[config.mk]
export PLATFORM = sky130hd
export DESIGN_NAME = ps2_kbd_rx
export DESIGN_NICKNAME = d
export VERILOG_FILES = /design/src/rtl/ps2_pkg.sv /design/src/rtl/ps2_fifo.sv /design/src/rtl/ps2_kbd_rx.sv
export SDC_FILE = /design/constraint.sdc
export NUM_CORES = 1
export LEC_CHECK = 0
export CAP_MARGIN = 10
export CORE_AREA = 2 2 149 151
export CTS_CLUSTER_DIAMETER = 50
export CTS_CLUSTER_SIZE = 20
export DETAILED_ROUTE_END_ITERATION = 10
export DIE_AREA = 0 0 151 153
export PLACE_DENSITY_LB_ADDON = 0.2
export SLEW_MARGIN = 20
export SYNTH_ARGS = -nofsm -noshare
export SYNTH_HDL_FRONTEND = slang
export SYNTH_SLANG_ARGS = --single-unit
[constraint.sdc]
create_clock -name clk -period 3.3 [get_ports clk]
set_input_delay 0.495 -clock clk [delete_from_list [all_inputs] [get_ports clk]]
set_output_delay 0.495 -clock clk [all_outputs]
set_load 0.01 [all_outputs]
[src/rtl/ps2_pkg.sv]
`default_nettype none
// ============================================================================
//  Module      : ps2_pkg
//  Description : Shared constants and FSM state encoding for the PS/2
//                keyboard receiver.
//  Revision    : 1.0 - initial release
// ============================================================================
package ps2_pkg;

    localparam logic [7:0] BREAK_CODE = 8'hF0;
    localparam logic [7:0] EXT_CODE   = 8'hE0;
    localparam int         FRAME_BITS = 11;

    typedef enum logic [0:0] {
        ST_IDLE = 1'b0,
        ST_RECV = 1'b1
    } state_t;

endpackage
`default_nettype wire

[src/rtl/ps2_fifo.sv]
`default_nettype none
// ============================================================================
//  Module      : ps2_fifo
//  Description : First-word-fall-through byte FIFO. A push into a full FIFO
//                is accepted only when a pop happens in the same cycle.
//  Revision    : 1.0 - initial release
// ============================================================================
module ps2_fifo #(
    parameter int FIFO_DEPTH = 8
) (
    input  logic       clk,
    input  logic       reset,
    input  logic       i_push,
    input  logic       i_pop,
    input  logic [7:0] i_data,
    output logic [7:0] o_data,
    output logic       o_full,
    output logic       o_empty
);

    localparam int AW = $clog2(FIFO_DEPTH);

    logic [AW:0] r_wptr;
    logic [AW:0] r_rptr;
    logic [7:0]  r_mem [FIFO_DEPTH];
    logic        w_do_pop;
    logic        w_do_push;

    // The extra pointer MSB distinguishes full from empty when indices match.
    assign o_empty   = (r_wptr == r_rptr);
    assign o_full    = (r_wptr[AW-1:0] == r_rptr[AW-1:0]) && (r_wptr[AW] != r_rptr[AW]);
    assign w_do_pop  = i_pop & ~o_empty;
    assign w_do_push = i_push & (~o_full | w_do_pop);
    // Head reads as zero while empty so data is 0x00 out of reset.
    assign o_data    = o_empty ? 8'h00 : r_mem[r_rptr[AW-1:0]];

    // Pointer update on accepted push / pop.
    always_ff @(posedge clk) begin
        if (reset) begin
            r_wptr <= '0;
            r_rptr <= '0;
        end else begin
            if (w_do_push) r_wptr <= r_wptr + 1'b1;
            if (w_do_pop)  r_rptr <= r_rptr + 1'b1;
        end
    end

    // Storage write; contents need no reset because the pointers gate visibility.
    always_ff @(posedge clk) begin
        if (w_do_push) r_mem[r_wptr[AW-1:0]] <= i_data;
    end

endmodule
`default_nettype wire

[src/rtl/ps2_kbd_rx.sv]
`default_nettype none
// ============================================================================
//  Module      : ps2_kbd_rx
//  Description : PS/2 keyboard receiver: synchronizes the bus, deframes
//                11-bit frames, validates them, buffers good bytes in a FIFO
//                and counts make codes (break/extension aware).
//  Revision    : 1.0 - initial release
// ============================================================================
module ps2_kbd_rx
    import ps2_pkg::*;
#(
    parameter int FIFO_DEPTH     = 8,
    parameter int TIMEOUT_CYCLES = 50000
) (
    input  logic       clk,
    input  logic       reset,
    input  logic       ps2_clk,
    input  logic       ps2_data,
    input  logic       rd_en,
    output logic [7:0] data,
    output logic       valid,
    output logic       overflow,
    output logic       frame_err,
    output logic [7:0] key_count
);

    localparam int          TW       = $clog2(TIMEOUT_CYCLES + 1);
    localparam logic [3:0]  LAST_BIT = 4'(FRAME_BITS - 1);
    localparam logic [TW-1:0] TMO_LAST = TW'(TIMEOUT_CYCLES - 1);

    logic        r_clk_s1, r_clk_s2, r_clk_s3;
    logic        r_dat_s1, r_dat_s2;
    logic        w_fall;

    state_t          r_state,  w_state_nxt;
    logic [3:0]      r_bitcnt, w_bitcnt_nxt;
    logic [TW-1:0]   r_tcnt,   w_tcnt_nxt;
    logic [10:0]     r_shift,  w_shift_nxt;
    logic            r_done,   w_done_nxt;
    logic            w_timeout;

    logic            w_good;
    logic [7:0]      w_byte;
    logic            w_push;
    logic            w_pop;
    logic            w_full;
    logic            w_empty;
    logic            w_drop;

    logic            r_overflow;
    logic            r_frame_err;
    logic            r_break;
    logic [7:0]      r_key_count;

    // Two-flop synchronizers plus a third clock flop for edge detection; idle bus is high.
    always_ff @(posedge clk) begin
        if (reset) begin
            r_clk_s1 <= 1'b1;
            r_clk_s2 <= 1'b1;
            r_clk_s3 <= 1'b1;
            r_dat_s1 <= 1'b1;
            r_dat_s2 <= 1'b1;
        end else begin
            r_clk_s1 <= ps2_clk;
            r_clk_s2 <= r_clk_s1;
            r_clk_s3 <= r_clk_s2;
            r_dat_s1 <= ps2_data;
            r_dat_s2 <= r_dat_s1;
        end
    end

    assign w_fall = r_clk_s3 & ~r_clk_s2;

    // Frame FSM state and datapath registers.
    always_ff @(posedge clk) begin
        if (reset) begin
            r_state  <= ST_IDLE;
            r_bitcnt <= '0;
            r_tcnt   <= '0;
            r_shift  <= '0;
            r_done   <= 1'b0;
        end else begin
            r_state  <= w_state_nxt;
            r_bitcnt <= w_bitcnt_nxt;
            r_tcnt   <= w_tcnt_nxt;
            r_shift  <= w_shift_nxt;
            r_done   <= w_done_nxt;
        end
    end

    // Next-state: capture a bit per falling edge, abort on a stalled frame.
    always_comb begin
        w_state_nxt  = r_state;
        w_bitcnt_nxt = r_bitcnt;
        w_tcnt_nxt   = r_tcnt;
        w_shift_nxt  = r_shift;
        w_done_nxt   = 1'b0;
        w_timeout    = 1'b0;
        case (r_state)
            ST_IDLE: begin
                w_tcnt_nxt = '0;
                if (w_fall) begin
                    w_shift_nxt    = '0;
                    w_shift_nxt[0] = r_dat_s2;
                    w_bitcnt_nxt   = 4'd1;
                    w_state_nxt    = ST_RECV;
                end
            end
            ST_RECV: begin
                if (w_fall) begin
                    w_shift_nxt[r_bitcnt] = r_dat_s2;
                    w_tcnt_nxt            = '0;
                    if (r_bitcnt == LAST_BIT) begin
                        w_bitcnt_nxt = '0;
                        w_done_nxt   = 1'b1;
                        w_state_nxt  = ST_IDLE;
                    end else begin
                        w_bitcnt_nxt = r_bitcnt + 4'd1;
                    end
                end else if (r_tcnt == TMO_LAST) begin
                    w_timeout    = 1'b1;
                    w_bitcnt_nxt = '0;
                    w_tcnt_nxt   = '0;
                    w_state_nxt  = ST_IDLE;
                end else begin
                    w_tcnt_nxt = r_tcnt + 1'b1;
                end
            end
            default: w_state_nxt = ST_IDLE;
        endcase
    end

    // Frame check: start low, stop high, odd parity over data plus parity bit.
    assign w_byte = r_shift[8:1];
    assign w_good = ~r_shift[0] & r_shift[10] & (^r_shift[9:1]);
    assign w_push = r_done & w_good;
    assign w_pop  = rd_en & ~w_empty;
    assign w_drop = w_push & w_full & ~w_pop;

    // Error pulse, sticky overflow, and make-code counting with break tracking.
    always_ff @(posedge clk) begin
        if (reset) begin
            r_frame_err <= 1'b0;
            r_overflow  <= 1'b0;
            r_break     <= 1'b0;
            r_key_count <= '0;
        end else begin
            r_frame_err <= (r_done & ~w_good) | w_timeout;
            if (w_drop) r_overflow <= 1'b1;
            if (w_push) begin
                if (w_byte == BREAK_CODE) begin
                    r_break <= 1'b1;
                end else if (w_byte == EXT_CODE) begin
                    r_break <= r_break;
                end else if (r_break) begin
                    r_break <= 1'b0;
                end else begin
                    r_key_count <= r_key_count + 8'd1;
                end
            end
        end
    end

    ps2_fifo #(
        .FIFO_DEPTH (FIFO_DEPTH)
    ) u_fifo (
        .clk     (clk),
        .reset   (reset),
        .i_push  (w_push),
        .i_pop   (w_pop),
        .i_data  (w_byte),
        .o_data  (data),
        .o_full  (w_full),
        .o_empty (w_empty)
    );

    assign valid     = ~w_empty;
    assign overflow  = r_overflow;
    assign frame_err = r_frame_err;
    assign key_count = r_key_count;

endmodule
`default_nettype wire

# After elaboration in Yosys (flattened, before gate mapping)
# Memory sizes are Yosys's and may differ from the RTL's. A register that Yosys moved wholly into a read port is not among the register bits.
# Index checks and enable logic that the tools add are counted.
# Widths: inputs -> output; s select.
dict set report classes {
  addsub 5
  order_cmp 2
  n_eq_ne 11
  muxes 30
  n_bitwise 23
  reduce_logical 8
}
# operator count
set op_table {}
lappend op_table {{$mux 16} 2}
lappend op_table {{$pmux 16 s2} 1}
lappend op_table {{$mux 11} 2}
lappend op_table {{$pmux 11 s2} 1}
lappend op_table {{$add 16x1->16 const B} 1}
lappend op_table {{$eq 16x16->1 const B} 1}
lappend op_table {{$eq 8x8->1 const B} 2}
lappend op_table {{$mux 4} 4}
lappend op_table {{$mux 1} 13}
lappend op_table {{$add 4x1->4 const B} 3}
lappend op_table {{$bwmux 11} 1}
lappend op_table {{$not 1->1} 11}
lappend op_table {{$and 1x1->1} 10}
lappend op_table {{$reduce_xor 9->1} 1}
lappend op_table {{$add 8x1->8 const B} 1}
lappend op_table {{$mux 8} 1}
lappend op_table {{$pmux 4 s2} 1}
lappend op_table {{$mux 3} 2}
lappend op_table {{$ne 2x2->1 const B} 3}
lappend op_table {{$reduce_and 2->1} 3}
lappend op_table {{$lt 4x5->1 const B} 1}
lappend op_table {{$demux 1 s4} 1}
lappend op_table {{$eq 4x4->1} 1}
lappend op_table {{$eq 4x4->1 const B} 1}
lappend op_table {{other kinds (9)} 11}
dict set report word_totals {
  register_bits 57
  mem_bits_rw 64
  inputBits 5
  elab_cells 96
  memories 1
}
# memory words width rd rd_ports_with_merged_regs write_ports line_no
set mem_list {}
lappend mem_list {u_fifo.r_mem 8 8 1 1 1 ps2_fifo.sv:25} ;# logic [7:0] r_mem [FIFO_DEPTH];

# Depth between registers and ports, before layout
# Gate-level depths: netlist of run 1.
dict set report logic_depth {
  depth_word 8
  ltp_mapped 9
}

# Hierarchy
# Synthesis of run 1 repeated with hierarchy kept, for this count alone.
dict set report unflattened {
  hier_cells 458
  hier_area_um2 5555.3
}
# module n_inst cells_each area_per_inst_um2
set by_module_without_submodules {}
lappend by_module_without_submodules {ps2_fifo 1 173 3094.2}
lappend by_module_without_submodules {ps2_kbd_rx 1 285 2461.1}

# Worst setup path before layout of run 1
# OpenSTA, ideal clock, no wires.
dict set report synth_timing {
  path_kind {reg2reg}
  start {reg r_shift[8]}
  end {mem u_fifo.r_mem[4][0] (enable)}
  t_arrival_ns 2.446
  setup_slack_ns 0.456
  stages_incl_launch_ff 6
  synth_period_minus_slack_ns 2.844
  path_cell_list {dfxtp_1 -> ha_1 -> xnor3_1 -> xnor2_2 -> o311ai_4 -> nor4b_1}
}
dict set report synth_via {
  elab_chain_cells 6
}
# item line_no
set synth_rtl {}
lappend synth_rtl {{from (decl)} ps2_kbd_rx.sv:38} ;# logic [10:0] r_shift, w_shift_nxt;
lappend synth_rtl {{from (signal assigned)} ps2_kbd_rx.sv:86} ;# r_shift <= w_shift_nxt;
lappend synth_rtl {{$reduce_xor 9->1} ps2_kbd_rx.sv:135} ;# assign w_good = ~r_shift[0] & r_shift[10] & (^r_shift[9:1]);
lappend synth_rtl {{$and 1x1->1} ps2_kbd_rx.sv:135}
lappend synth_rtl {{$and 1x1->1} ps2_kbd_rx.sv:136} ;# assign w_push = r_done & w_good;
lappend synth_rtl {{$and 1x1->1} ps2_fifo.sv:33} ;# assign w_do_push = i_push & (~o_full | w_do_pop);
lappend synth_rtl {{$mux 1} ps2_fifo.sv:50} ;# if (w_do_push) r_mem[r_wptr[AW-1:0]] <= i_data;
lappend synth_rtl {{$mux 1 (implied by the code)} ps2_fifo.sv:50}
lappend synth_rtl {{to (decl)} ps2_fifo.sv:25}
# No other way between the ends.

==> reports/results.txt, run 1 <==
outcome: complete, no violations
Clock Skew: 7.374 ps
io pins: 24
setup TNS: 0 ps
top_reg_cell synth: edfxtp_1
total power per unit cell area: 556.1 nW/µm²
number of synthesized register bits: 124
Skew-Pair Late Insertion Delay: 410 ps
yosys warns: 0
DR vias/cell: 4.384
Yosys cell types: 50
hold_buf cts: 0
Critical Path RT: 2800 ps
WP data arrival: 2460 ps
Routability Congestion: 0.7255
Flop pwr share: 0.450
Avg Cell Area, Syn: 12.22 µm²
Static Leakage: 2.102 nW
Bufs on Longest Clock Path: 2
Max H-tree Level: 4
syn_nets: 444
CTS Buf Count: 17
# rows: 54
number of post-CTS setup repair buffers: 0
crit-path max FO: 16
starting DRC count in detailed routing: 162
Net Switching: 0.0007069 W
GR Overflow Total: 0
P_int: 0.002890 W
Syn Inst Count: 430
Root Driver: clkbuf_16
IO buf count: 23
Gate power share: 0.010
Crit-path slowest cell: mux4_2
CP endpoint kind: primary output
register area share after synthesis: 0.5941
number of flops mapped to enable cells by yosys: 64
Die Area: 23100 µm²
RSZ-0062 raised after global routing: no
CTS sink cnt: 124
# DRC: 0
Die Wd: 151 µm
relative slew slack: 0.5791
critical-path cell list: buf_4 > mux4_2 > mux2i_1 > nor2_1 > clkdlybuf4s50_1
vias in the first global route: 3389
Worst VDD drop: 341.8 µV
CTS tree: built
Async S/R FF share, synth: 0
GRT Util Overall: 0.1039
Worst-path clk slew: 60 ps
layout cell share with drive strength beyond 1: 0.1593
First-pass DRT Iterations: 6
crit path time final: 2952 ps
initial antenna violation count: 0
WL/cell: 14.64 µm
antenna-violating nets left: 0
Layout Nets: 478
max-cap violations: 0
largest net degree at the start of global routing: 44
Tightest Pin Transition: 630.5 ps
CP delay by family, top: multiplexers
FILL cells: 2227
Die Height: 153 µm
Power Total: 0.003597 W
Tcrit/Tclk final: 0.8944
commonest cells after routing, fill and taps aside: nor2_1, edfxtp_1, dfxtp_1
max incr delay on CP: 550 ps
Final Slew Violations: 0
Final Hold Vio Count: 0
post_cts resized: 0
nature of the critical path startpoint: register
# diodes: 0
initial core utilization: 0.2446
flop-to-flop setup slack: 680 ps
Worst Hold Class: register to register
sw frac: 0.1965
first-pass GRT wire length: 18.20 mm
Clk pwr share: 0.540
setup violators final: 0
routed vias: 3319
Layout area overhead: 23.04%
Worst Path Buf+Inv: 2
fmax: 338.8 MHz
Post-Syn Area: 5256 µm²
Core ar.: 21490 µm²
critical path class: register to primary output
routed wire length: 11.08 mm
dpl hpwl: 7.437 mm
## logic make-up (layout without fill, tap and decap cells)
logic type,count (synthesis),count (layout),share of synthesized area
AND/OR/NAND/NOR,161,161,0.1554
flip-flops,124,124,0.5941
AO/OA/AOI/OAI,46,46,0.05713
XOR/XNOR,32,32,0.05737
buffers and inverters,32,79,0.02666
multiplexers,26,26,0.08784
adder cells (fa/ha/maj),9,9,0.02142
## layer usage
metal / vias to the layer above / routed length (µm) / global-route usage
li1: 1637 / - / -
met1: 1644 / 5162 / 0.1302
met2: 28 / 5450 / 0.1703
met3: 10 / 331 / 0.03164
met4: 0 / 138 / 0.03427
met5: - / 0 / 0
## cells in the mapped netlist (12+ instances only)
cell | n | area [µm²]
xnor2_1 | 13 | 113.9
mux4_2 | 16 | 360.4
nor2_1 | 64 | 240.2
clkbuf_1 | 12 | 45.04
edfxtp_1 | 64 | 1922
o21ai_0 | 12 | 60.06
nand2_1 | 22 | 82.58
a21oi_1 | 17 | 85.08
xor2_1 | 17 | 148.9
dfxtp_1 | 60 | 1201
nand3_1 | 19 | 95.09
## flip-flops by register name, summed over array words and instances (netlist names), 4 cells and up, named ones only
register,count
u_fifo.r_rptr,4
r_bitcnt,4
u_fifo.r_wptr,4
r_tcnt,16
key_count,8
u_fifo.r_mem,64
r_shift,11
## path summary, 6_finish.rpt
path	from	end	cells after the start
worst min register to register	r_dat_s1	r_dat_s2	1
worst max register to register	r_shift[5]	u_fifo.r_mem[5][4]	8
worst max-delay path	register	data[4]	5
worst min-delay path	r_dat_s1	r_dat_s2	1
## area by class of cell
class	count	area, µm²	area share
flip-flops and latches	124	3123	0.4829
multi-input cells	274	1999	0.3092
clock buffers	18	429.2	0.06636
well taps	280	350.3	0.05417
repair buffers	37	335.3	0.05185
clock inverters	14	192.7	0.02979
inverters	10	37.54	0.005804
## power groups by stage
stage	Combinational, W	Clock, W	Sequential (W)
floorplan	0.0000280	0	0.00164
global placement	0.0000363	0	0.00165
detailed placement	0.0000360	0	0.00165
CTS	0.0000362	0.00199	0.00162
global route	0.0000413	0.00206	0.00162
finish	0.0000355	0.00194	0.00162
## stage by stage
step	cells	hold slack, ps	area (µm²)	utilization	worst slack [ps]
6_report	757	411.3	6467	0.3010	348.4
2_1_floorplan	430	389.5	5256	-	456.3
4_1_cts	757	419.0	6467	0.3010	279.8
3_5_place_dp	725	405.0	5846	0.2721	679.6
3_3_place_gp	725	401.2	5846	0.2721	712.2
5_1_grt	757	427.0	6467	0.3010	201.2
No activity file was read; power rests on OpenSTA's default activity.
==> run 2: changes to the inputs <==
==> constraint.sdc (replaced) <==
create_clock -name clk -period 3.3 [get_ports clk]
set_input_delay 0.33 -clock clk [delete_from_list [all_inputs] [get_ports clk]]
set_output_delay 0.33 -clock clk [all_outputs]
set_load 0.01 [all_outputs]
==> run 2 against run 1 <==
  * Via count fell by 1.1%
  * Non-clock buffer count unchanged
  * Clock power shrank 10%
  * Sequential share of layout area up 0.52 points
  * Cell area shrank 1.1%
  * Wire length up 1.5%
  * Global-route usage is 0.18 points higher
  * Utilization is 0.32 points lower
  * Critical path depth is 2 higher
  * Sequential power about the same
  * First-iteration DRC count shrank 22%
  * Worst hold slack worse by 1.1 ps
  * Largest power group unchanged
==> reports/results.txt, run 2 (same netlist as run 1, synthesis figures left out) <==
commonest cells after routing, fill and taps aside: nor2_1, edfxtp_1, dfxtp_1
metal3 WL: 341 µm (+3.0%)
Static Leakage: 2.068 nW (-1.7%)
max-cap violations: 0 (unchanged)
Worst Setup SP: r_shift[7]
Worst-path clk slew: 50 ps (about the same)
# DRC: 0 (unchanged)
Crit-path slowest cell: dfxtp_1
dpl hpwl: 7.386 mm (-0.69%)
Core ar.: 21490 µm² (unchanged)
Routability Congestion: 0.7467 (+2.9%)
# rows: 54 (unchanged)
Worst VDD drop: 351.3 µV (+2.8%)
Layout area overhead: 21.73%
Tightest Pin Transition: 612.6 ps (-17.90 ps)
Die Height: 153 µm (unchanged)
GRT Util Overall: 0.1057 (+0.001838)
nature of the critical path startpoint: register
CTS tree: built
GR Overflow Total: 0 (unchanged)
Bufs on Longest Clock Path: 2 (unchanged)
crit path time final: 2735 ps (-216.6 ps)
Tcrit/Tclk final: 0.8288 (-0.06562)
Top Layer Used: met4
starting DRC count in detailed routing: 127 (-22%)
initial antenna violation count: 0 (unchanged)
CTS Buf Count: 17 (unchanged)
antenna-violating nets left: 0 (unchanged)
RSZ-0062 raised after global routing: no
max reg flops: 64 (unchanged)
setup TNS: 0 ps (unchanged)
DR vias/cell: 4.351 (-0.75%)
largest net degree at the start of global routing: 44 (unchanged)
vias in the first global route: 3427 (+1.1%)
Final Hold Vio Count: 0 (unchanged)
Max H-tree Level: 4 (unchanged)
Hold EP: r_clk_s2
WL/cell: 14.91 µm (+1.9%)
CP endpoint kind: register
critical path class: register to register
Reg2Reg Depth: 7 (-1)
Clock Skew: 8.897 ps (+1.523 ps)
CTS sink cnt: 124 (unchanged)
Skew-Pair Late Insertion Delay: 410 ps (about the same)
max incr delay on CP: 550 ps (about the same)
hold_buf cts: 0 (unchanged)
Worst Hold Class: register to register
met1 wire length: 5.212 mm (+0.97%)
Critical Path RT: 3410 ps (+610 ps)
routed vias: 3281 (-1.1%)
Die Wd: 151 µm (unchanged)
# diodes: 0 (unchanged)
worst hold path depth: 1 (unchanged)
initial core utilization: 0.2446 (unchanged)
Layout Nets: 478 (unchanged)
total power per unit cell area: 530.8 nW/µm² (-4.6%)
RR Startpoint: r_shift[7]
flop-to-flop setup slack: 560 ps (-120 ps)
outcome: complete, no violations
WP data arrival: 2840 ps (+380 ps)
routed wire length: 11.24 mm (+1.5%)
First-pass DRT Iterations: 5 (-1)
post_cts resized: 0 (unchanged)
first-pass GRT wire length: 18.57 mm (+2.0%)
fmax: 365.6 MHz (+7.9%)
IO buf count: 23 (unchanged)
Die Area: 23100 µm² (unchanged)
hold wc startpoint: r_clk_s1
Final Slew Violations: 0 (unchanged)
Root Driver: clkbuf_16
critical-path cell list: ha_1 > xnor3_1 > xnor2_2 > o311ai_4 > or2_1 > nor3b_2 > buf_4
number of post-CTS setup repair buffers: 0 (unchanged)
R2R Path End: u_fifo.r_mem[5][2]
crit-path max FO: 10 (-6)
DR WL met2: 5.565 mm (+2.1%)
setup violators final: 0 (unchanged)
relative slew slack: 0.5910 (+0.01195)
Final Hold Slack: 410.2 ps (-1.074 ps)
io pins: 24 (unchanged)
layout cell share with drive strength beyond 1: 0.1561 (-0.003211)
-- run 2: cell count changes in the layout (fill, tap and decap cells not counted) --
cell        change
inv_6           -3
clkbuf_1        -1
bufinv_16       -2
clkinv_4        +1
clkinv_2        +1
clkinvlp_4      +1
-- run 2: worst max path at each step --
| stage | end | slack, ps | depth (start not counted) |
|---|---|---|---|
| finish | u_fifo.r_mem[5][2] | 560 | 7 |
| global route | data[4] | 440 | 5 |
| CTS | data[4] | 520 | 5 |
| detailed placement | u_fifo.r_mem[5][6] | 600 | 7 |
| global placement | u_fifo.r_mem[1][6] | 660 | 7 |
| floorplan | u_fifo.r_mem[4][0] | 460 | 5 |
-- run 2: where the power goes --
part / switching (W) / internal (W)
Combinational: 0.0000231 / 0.0000136
Sequential: 0.00000721 / 0.00161
Clock: 0.000651 / 0.00109
-- run 2: worst max-delay path, delay by kind of cell, from the launching register on --
kind,cells,cell delay [ps]
AO/OA/AOI/OAI,1,210
XOR/XNOR,2,640
adder cells (fa/ha/maj),1,320
buffers and inverters,1,210
flip-flops,1,550
AND/OR/NAND/NOR,2,490
-- run 2: layout make-up --
cell class	instances	area, µm²
fillers	2195	15090
flip-flops and latches	124	3123
multi-input cells	274	1999
clock buffers	17	425.4
well taps	280	350.3
repair buffers	37	335.3
clock inverters	12	127.6
inverters	10	37.54
-- run 2: per-stage QoR --
stage / total power [W] / area [µm²] / utilization / cells / worst slack (ps)
2_1_floorplan: 0.001673 / 5256 / - / 430 / 456.3
3_3_place_gp: 0.001687 / 5846 / 0.2721 / 725 / 655.9
4_1_cts: 0.003455 / 6399 / 0.2978 / 754 / 522.6
6_report: 0.003397 / 6399 / 0.2978 / 754 / 564.9
5_1_grt: 0.003531 / 6399 / 0.2978 / 754 / 438.9
3_5_place_dp: 0.001687 / 5846 / 0.2721 / 725 / 597.7
-- run 2: routing by layer --
metal / vias up / global-route usage
li1: 1622 / -
met1: 1610 / 0.1291
met2: 37 / 0.1753
met3: 12 / 0.03672
met4: 0 / 0.03204
met5: - / 0
==> run 3: changes to the inputs <==
==> constraint.sdc (replaced) <==
create_clock -name clk -period 2.4 [get_ports clk]
set_input_delay 0.24 -clock clk [delete_from_list [all_inputs] [get_ports clk]]
set_output_delay 0.24 -clock clk [all_outputs]
set_load 0.01 [all_outputs]
==> run 3 against run 2 <==
  * Worst hold slack worse by 23 ps
  * Clock-buffer cell count is 2 higher
  * Sequential share of layout area is 2.0 points lower
  * Wire length is 2.8% higher
  * Critical path type unchanged
==> reports/results.txt, run 3 (same netlist as run 1, synthesis figures left out) <==
Bufs on Longest Clock Path: 2 (unchanged)
first-pass GRT wire length: 18.86 mm (+1.6%)
critical path class: register to register
Tightest Pin Transition: 588.8 ps (-23.78 ps)
Final Instance Area: 6683 µm² (+4.4%)
max reg flops: 64 (unchanged)
starting DRC count in detailed routing: 200 (+57%)
Routability Congestion: 0.7760 (+3.9%)
CTS sink cnt: 124 (unchanged)
Skew-Pair Late Insertion Delay: 410 ps (about the same)
setup TNS: 0 ps (unchanged)
Worst Hold Class: input port to register
Die Area: 23100 µm² (unchanged)
dpl cell area: 5983 µm² (+2.4%)
Final Slew Violations: 0 (unchanged)
IO buf count: 23 (unchanged)
initial core utilization: 0.2446 (unchanged)
CP endpoint kind: register
fmax: 431.1 MHz (+18%)
worst hold path depth: 2 (+1)
crit path time final: 2320 ps (-415.5 ps)
Max H-tree Level: 4 (unchanged)
Final Hold Vio Count: 0 (unchanged)
WP data arrival: 2450 ps (-390 ps)
outcome: complete, no violations
hold_buf cts: 0 (unchanged)
antenna-violating nets left: 0 (unchanged)
Layout Nets: 497 (+4.0%)
Worst-path clk slew: 50 ps (about the same)
setup violators final: 0 (unchanged)
Critical Path RT: 2530 ps (-880 ps)
relative slew slack: 0.6069 (+0.01588)
# diodes: 0 (unchanged)
largest net degree at the start of global routing: 44 (unchanged)
Reg2Reg Depth: 7 (unchanged)
Worst VDD drop: 478.6 µV (+36%)
layout cell share with drive strength beyond 1: 0.2036 (+0.04751)
max incr delay on CP: 390 ps (-160 ps)
Clock Skew: 4.373 ps (-4.524 ps)
total power per unit cell area: 734.2 nW/µm² (+38%)
Tcrit/Tclk final: 0.9665 (+0.1377)
Layout area overhead: 27.14%
nature of the critical path startpoint: register
GR Overflow Total: 0 (unchanged)
GRT Util Overall: 0.1080 (+0.002246)
Crit-path slowest cell: xnor3_1
# rows: 54 (unchanged)
Static Leakage: 2.269 nW (+9.7%)
critical-path cell list: ha_1 > xnor3_1 > xnor2_2 > o311ai_4 > or2_4 > nor3b_4 > buf_12
routed wire length: 11.56 mm (+2.8%)
Root Driver: clkbuf_16
WL/cell: 14.90 µm (-0.10%)
Core ar.: 21490 µm² (unchanged)
CP Depth: 7 (unchanged)
Die Wd: 151 µm (unchanged)
Worst Path Buf+Inv: 1 (unchanged)
io pins: 24 (unchanged)
initial antenna violation count: 0 (unchanged)
DR vias/cell: 4.398 (+1.1%)
FILL cells: 2199 (+0.18%)
Die Height: 153 µm (unchanged)
First-pass DRT Iterations: 6 (+1)
routed vias: 3413 (+4.0%)
max-cap violations: 0 (unchanged)
crit-path max FO: 8 (-2)
commonest cells after routing, fill and taps aside: nor2_1, edfxtp_1, dfxtp_1
CTS tree: built
vias in the first global route: 3479 (+1.5%)
# DRC: 0 (unchanged)
CP delay by family, top: XOR/XNOR gates
dpl hpwl: 7.996 mm (+8.3%)
CTS Buf Count: 17 (unchanged)
run 3: changes by cell type in the layout (fill, tap and decap cells not counted), sizes merged:
cell	delta
buf	+19
bufinv	+2
clkbuf	+2
clkdlybuf4s50	-8
clkinv	-1
clkinvlp	-2
dlygate4sd2	+8
inv	+2
run 3: where the power goes:
group / internal, W / total [W] / switching, W
Combinational: 0.0000208 / 0.0000579 / 0.0000371
Clock: 0.00172 / 0.00263 / 0.000906
Sequential: 0.00221 / 0.00222 / 0.00000412
Total: 0.00396 / 0.00491 / 0.000947
run 3: cell type report:
| type | count | area [µm²] | share of cell area |
|---|---|---|---|
| Sequential cell | 124 | 3129 | 0.4683 |
| Multi-Input combinational cell | 274 | 2044 | 0.3059 |
| Timing Repair Buffer | 56 | 516.7 | 0.07733 |
| Clock buffer | 19 | 432.9 | 0.06478 |
| Tap cell | 280 | 350.3 | 0.05242 |
| Clock inverter | 13 | 171.4 | 0.02565 |
| Inverter | 10 | 37.54 | 0.005617 |
run 3: worst paths after layout:
kind | startpoint | slack [ps] | to
setup / recovery | r_shift[7] | 80 | u_fifo.r_mem[3][1]
hold reg to reg | r_clk_s1 | 410 | r_clk_s2
setup reg to reg | r_shift[7] | 80 | u_fifo.r_mem[3][1]
hold / removal | ps2_clk | 390 | r_clk_s1
run 3: worst register-to-register path, delay by kind of cell, from the launching register on:
family / cells / cell delay [ps]
flops: 1 / 310
simple gates: 2 / 510
fa+ha+maj: 1 / 300
buf+inv: 1 / 150
xor+xnor: 2 / 620
compound gates: 1 / 140
run 3: through the flow:
step	utilization	hold WS [ps]	total power, W	setup slack (ps)	std cells
after floorplan	-	343.8	0.002300	-46.85	430
after global placement	0.2785	402.6	0.002322	47.42	737
after detailed placement	0.2785	398.9	0.002322	-8.645	737
after CTS	0.3078	373.1	0.004968	0.1852	773
after global routing	0.3110	388.1	0.005066	-2.538	776
final	0.3110	387.4	0.004906	80.44	776
run 3: timing repair:
item                       in CTS  in global routing
setup endpoints to repair      17                 21
pin swaps                       1                  1
hold endpoints to repair        0                  0
gates resized for setup        10                  5
buffers inserted                4                  3
run 3: routing by layer:
metal  global-route usage  vias to the layer above  wire (µm)
met1               0.1338                     1689       5210
met4              0.04406                        0        191
met2               0.1790                       41       5846
met5                    0                        -          0
li1                     -                     1670          -
met3              0.02687                       13        312
